--- src/rtl/alu_cmd_sequencer.sv ---
// alu_cmd_sequencer
//   Initiator side of the 4-bit ALU operand/opcode interface. Commands
//   (A, B, opcode) arrive on a valid/ready stream into a small FIFO, are
//   issued one at a time to an external combinational ALU, and the captured
//   result/carry is returned on a valid/ready response stream.
//
//   Optional build macro: ALU_SEQ_ILLEGAL_OP_EN
//     defined   - opcodes 101/110/111 are flagged illegal: not issued to the
//                 ALU, answered with result 0, carry 0, rsp_err 1.
//     undefined - every opcode is issued; rsp_err stays 0.
//
// Ports
//   clk, rst_n                 clock, async active-low reset
//   cmd_valid/ready, cmd_a/b/op command stream in
//   alu_a/b/opcode             registered operands to the ALU
//   alu_result/carry           combinational ALU response
//   rsp_valid/ready, rsp_*     response stream out
//   busy                       FSM active or FIFO non-empty
//   fifo_level                 FIFO occupancy
//   done_cnt                   responses handed off (wraps)

module alu_cmd_sequencer #(
   parameter int FIFO_DEPTH = 4,
   parameter int CNT_W      = 8
) (
   input  logic                          clk,
   input  logic                          rst_n,
   input  logic                          cmd_valid,
   output logic                          cmd_ready,
   input  logic [3:0]                    cmd_a,
   input  logic [3:0]                    cmd_b,
   input  logic [2:0]                    cmd_op,
   output logic [3:0]                    alu_a,
   output logic [3:0]                    alu_b,
   output logic [2:0]                    alu_opcode,
   input  logic [3:0]                    alu_result,
   input  logic                          alu_carry,
   output logic                          rsp_valid,
   input  logic                          rsp_ready,
   output logic [3:0]                    rsp_result,
   output logic                          rsp_carry,
   output logic [2:0]                    rsp_op,
   output logic                          rsp_err,
   output logic                          busy,
   output logic [$clog2(FIFO_DEPTH):0]   fifo_level,
   output logic [CNT_W-1:0]              done_cnt
);

   localparam int PTR_W = $clog2(FIFO_DEPTH);
   localparam int LVL_W = PTR_W + 1;

   typedef enum logic [1:0] {
      IDLE = 2'd0,
      EXEC = 2'd1,
      RESP = 2'd2
   } state_t;

   state_t state_q, state_d;

   // ---------------------------------------------------------------
   // Command FIFO: entry = {op, b, a}
   // ---------------------------------------------------------------
   logic [10:0]      mem [FIFO_DEPTH];
   logic [PTR_W-1:0] wr_ptr, rd_ptr;
   logic [LVL_W-1:0] count;
   logic             full, empty, push, pop;
   logic [10:0]      head;
   logic [3:0]       head_a, head_b;
   logic [2:0]       head_op;
   logic             ill_pop;

   assign full      = (count == LVL_W'(FIFO_DEPTH));
   assign empty     = (count == '0);
   assign cmd_ready = !full;
   assign push      = cmd_valid && !full;
   assign fifo_level = count;

   assign head    = mem[rd_ptr];
   assign head_a  = head[3:0];
   assign head_b  = head[7:4];
   assign head_op = head[10:8];

`ifdef ALU_SEQ_ILLEGAL_OP_EN
   // 101, 110, 111 are not ALU operations
   assign ill_pop = head_op[2] & (head_op[1] | head_op[0]);
`else
   assign ill_pop = 1'b0;
`endif

   // Storage needs no reset: entries are only read when count says valid.
   always_ff @(posedge clk) begin
      if (push) mem[wr_ptr] <= {cmd_op, cmd_b, cmd_a};
   end

   // Power-of-two depth lets the pointers wrap by plain overflow.
   always_ff @(posedge clk or negedge rst_n) begin
      if (!rst_n) begin
         wr_ptr <= '0;
         rd_ptr <= '0;
         count  <= '0;
      end else begin
         if (push) wr_ptr <= wr_ptr + PTR_W'(1);
         if (pop)  rd_ptr <= rd_ptr + PTR_W'(1);
         case ({push, pop})
            2'b10:   count <= count + LVL_W'(1);
            2'b01:   count <= count - LVL_W'(1);
            default: count <= count;
         endcase
      end
   end

   // ---------------------------------------------------------------
   // Sequencing FSM
   // ---------------------------------------------------------------
   logic capture, rsp_clr;

   always_ff @(posedge clk or negedge rst_n) begin
      if (!rst_n) state_q <= IDLE;
      else        state_q <= state_d;
   end

   always_comb begin
      state_d = state_q;
      pop     = 1'b0;
      capture = 1'b0;
      rsp_clr = 1'b0;
      case (state_q)
         IDLE: begin
            if (!empty) begin
               pop     = 1'b1;
               state_d = EXEC;
            end
         end
         EXEC: begin
            // alu_* were loaded last edge; ALU output has settled by now
            capture = 1'b1;
            state_d = RESP;
         end
         RESP: begin
            if (rsp_ready) begin
               rsp_clr = 1'b1;
               state_d = IDLE;
            end
         end
         default: state_d = IDLE;
      endcase
   end

   assign busy = (state_q != IDLE) || !empty;

   // ---------------------------------------------------------------
   // ALU issue and response capture
   // ---------------------------------------------------------------
   // exec_op/exec_err carry the popped opcode to the capture edge, since an
   // illegal opcode never reaches alu_opcode.
   logic [2:0] exec_op;
   logic       exec_err;

   always_ff @(posedge clk or negedge rst_n) begin
      if (!rst_n) begin
         alu_a      <= '0;
         alu_b      <= '0;
         alu_opcode <= '0;
         exec_op    <= '0;
         exec_err   <= 1'b0;
         rsp_valid  <= 1'b0;
         rsp_result <= '0;
         rsp_carry  <= 1'b0;
         rsp_op     <= '0;
         rsp_err    <= 1'b0;
         done_cnt   <= '0;
      end else begin
         if (pop) begin
            exec_op  <= head_op;
            exec_err <= ill_pop;
            if (!ill_pop) begin
               alu_a      <= head_a;
               alu_b      <= head_b;
               alu_opcode <= head_op;
            end
         end
         if (capture) begin
            rsp_valid  <= 1'b1;
            rsp_result <= exec_err ? 4'd0 : alu_result;
            rsp_carry  <= exec_err ? 1'b0 : alu_carry;
            rsp_op     <= exec_op;
            rsp_err    <= exec_err;
         end else if (rsp_clr) begin
            rsp_valid <= 1'b0;
            done_cnt  <= done_cnt + CNT_W'(1);
         end
      end
   end

endmodule

--- config.mk ---
export PLATFORM = sky130hd
export DESIGN_NAME = alu_cmd_sequencer
export DESIGN_NICKNAME = d
export VERILOG_FILES = /design/src/rtl/alu_cmd_sequencer.sv
export SDC_FILE = /design/constraint.sdc
export NUM_CORES = 1
export LEC_CHECK = 0
export BUFFER_PORTS_ARGS = -buffer_cell sky130_fd_sc_hd__buf_2
export CORE_AREA = 2 2 80 82
export DETAILED_ROUTE_END_ITERATION = 16
export DIE_AREA = 0 0 82 84
export GPL_ROUTABILITY_DRIVEN = 0
export GPL_TIMING_DRIVEN = 0
export PLACE_DENSITY = 0.77
export SETUP_SLACK_MARGIN = 0.02
export SYNTH_ARGS = -nofsm -noshare
export SYNTH_HDL_FRONTEND = slang
export SYNTH_SLANG_ARGS = --single-unit
export TNS_END_PERCENT = 10
--- constraint.sdc ---
create_clock -name clk -period 2.2 [get_ports clk]
set_input_delay 0.44 -clock clk [delete_from_list [all_inputs] [get_ports clk]]
set_output_delay 0.44 -clock clk [all_outputs]
set_load 0.01 [all_outputs]
==> out/metrics.cfg <==
[cells_and_area]
final_cell_mix = buf_2, edfxtp_1, dfrtp_1, mux2_2, mux4_2
fill_cells = 453
layout_commonest_cell = buf_2
areaGrowthSynthToFinish_pct = 18.5
fin_util_pct = 62.8
layout-drive-gt1-share_pct = 46.2
n_antenna_cell = 0
stdcell_area_um2 = 3830
final_nets = 273

[setup_path]
cp_max_fo = 4
crit_path_max_incr_delay_ns = 0.42
cpLargestDelayFamily = simple AND/OR/NAND/NOR gates
worst_setup_path_start_kind = flip-flop
crit_type = reg -> reg
path_cells = or3b_4 > and2_4 > inv_1 > ha_2 > inv_1 > fa_2 > xor2_1 > nor2_1 > xor2_1
critPathBufInv = 2
cp_data_required_time_ns = 2.47
end_kind = flip-flop
cpMaxStageDelayCell = dfrtp_1
worstPathArrival_ns = 2.33

[floorplan]
initial_core_util_pct = 53.0
rows = 29
dieArea_um2 = 6890
core_area_um2 = 6100
ios = 54
chipWidth_um = 82
die_h_um = 84

[logic_synthesis]
syn_inst = 176
syn_area_per_cell_um2 = 18.4
ys_warn_count = 0
synth_nets = 203
ys_ff_latch = 81
synth.distinct_cells = 33
async_flop_share_pct = 45.7
synth_area_um2 = 3230
synth_seq_area_share_pct = 69.5
synth_edf_count = 44
synthFlopType = edfxtp_1

[global_route]
grt_pass1_wl_um = 8280
overflow = 0
antenna_found_initial = 0
grt_pass1_vias = 1689
grt_usage_pct = 16.7
grt_start_max_net_pins = 38

[timing]
rsz0062_at_grt = false
slew-limit-headroom_pct = 45.4
worst_pin_slew_ns = 0.819
finalCritPeriodShare_pct = 93.6
fmax_mhz = 486
finClkSkew_ns = 0.00955
setup_viol = 0
finalSetupTns_ns = 0
drv_slew = 0
min_period_ns = 2.06
fin_ws_ns = 0.142
hold_violations = 0

[run]
cap_violations = 0

[power]
leakage_nw = 1.62
ir_drop_v = 0.000783
pwr_density_cell_nw_per_um2 = 1420

[drt]
wirelength_um = 5160
first_pass_iters = 4
vias_per_cell = 5.18
drc = 0
initialDrtViolationCount = 42
dr_total_vias = 1698
wl_per_cell_um = 15.7
drtAntennaViolNets = 0

[cts]
cts.clk_slew.worst_paths_ns = 0.08
root_buffer = clkbuf_8
h-tree-depth = 3
cts_buffer_depth = 2
cts_tree = done
cts.sinks = 81
cts_buffers = 9
insertion_delay_ns = 0.34

[hold_path]
hold_path_class = in -> async

[placement]
place_ws_ns = -0.0532
dpl.hpwl_um = 3480
port_buffers = 52
dpl_cell_area_um2 = 3590

[status]
status = finished, final reports clean

## cell usage after synthesis (2+ instances only)
library cell,count,area share (%)
edfxtp_1,44,41
dfrtp_1,37,29
mux2_2,11,3.8
mux4_2,10,7.0
mux2_4,9,4.2
xor2_1,7,1.9
ha_1,6,2.3
inv_1,6,0.70
xnor2_1,6,1.6
and3_1,5,0.97
nand3_1,4,0.62
nand2_1,3,0.35
nor2_1,3,0.35
nor3_1,3,0.46
buf_2,2,0.31
buf_4,2,0.46
nor3_2,2,0.62
## state kept, by name, indices dropped and copies added (netlist names)
register    count
rd_ptr          2
rsp_result      4
rsp_carry       1
fifo_level      3
rsp_valid       1
done_cnt        8
wr_ptr          2
exec_op         3
alu_a           4
alu_b           4
rsp_op          3
state_q         2
mem            44
## where the power goes
part           switching (W)  internal [W]  total [W]  leakage [nW]
Clock               0.000523      0.000414   0.000937        0.0902
Combinational       0.000918       0.00115    0.00207         0.681
Sequential          0.000307       0.00212    0.00242         0.848
## area by class of cell
type / instances / area [um2] / share of cell area (%)
repair buffers: 59 / 313 / 8.17
plain buffers: 5 / 40.0 / 1.05
multi-input cells: 84 / 937 / 24.5
well taps: 77 / 96.3 / 2.52
clock buffers: 10 / 128 / 3.33
clock inverters: 6 / 45.0 / 1.18
flip-flops and latches: 81 / 2250 / 58.7
inverters: 6 / 22.5 / 0.588
## cells by family (layout without fill, tap and decap cells)
kind of cell | count (synthesis) | count (layout) | synth area share [%]
AO/OA/AOI/OAI | 2 | 2 | 0.387
XOR/XNOR | 13 | 13 | 3.52
adder cells (fa/ha/maj) | 7 | 7 | 2.94
buffers and inverters | 11 | 86 | 1.82
flip-flops | 81 | 81 | 69.5
multiplexers | 32 | 32 | 16.1
other | 1 | 1 | 0.116
AND/OR/NAND/NOR | 29 | 29 | 5.54
## repair_timing
item / in CTS / in global routing
buffers inserted: 4 / 3
hold buffers: 0 / 0
resized for setup: 3 / 2
endpoints found under the setup margin: 1 / 1
pin swaps: 1 / 4
## worst reg2reg max path: stages (launching register included)
cell and delay [ns]:
dfrtp_1 0.42, or3b_4 0.40, and2_4 0.16, inv_1 0.06
ha_2 0.17, inv_1 0.05, fa_2 0.33, xor2_1 0.14
nor2_1 0.12, xor2_1 0.14
## through the flow
stage                     instances  total power (W)  hold WS, ns
after floorplan                 176          0.00381        0.144
after global placement          305          0.00435        0.455
after detailed placement        305          0.00443        0.468
after CTS                       325          0.00544        0.216
after global routing            328          0.00580        0.254
final                           328          0.00543        0.186
## metal layers
metal | up-vias | wire length, um | GRT usage (%)
met2 | 56 | 2550 | 26.5
met5 | - | 0 | 0
met1 | 840 | 2160 | 21.4
met3 | 8 | 350 | 3.79
met4 | 0 | 97 | 8.18
li1 | 794 | - | -
## path summary, 6_finish.rpt
kind                                from             to  slack [ns]  depth (start not counted)
max                        fifo_level[1]  fifo_level[2]        0.14                          9
min                                rst_n  rsp_result[2]        0.19                          1
max reg2reg                fifo_level[1]  fifo_level[2]        0.14                          9
min reg2reg                  done_cnt[7]    done_cnt[7]        0.47                          1
max in group asynchronous          rst_n  fifo_level[0]        1.44                          1
min in group clk                cmd_a[0]      mem[1][0]        0.31                          1
No activity file was read; power rests on OpenSTA's default activity.
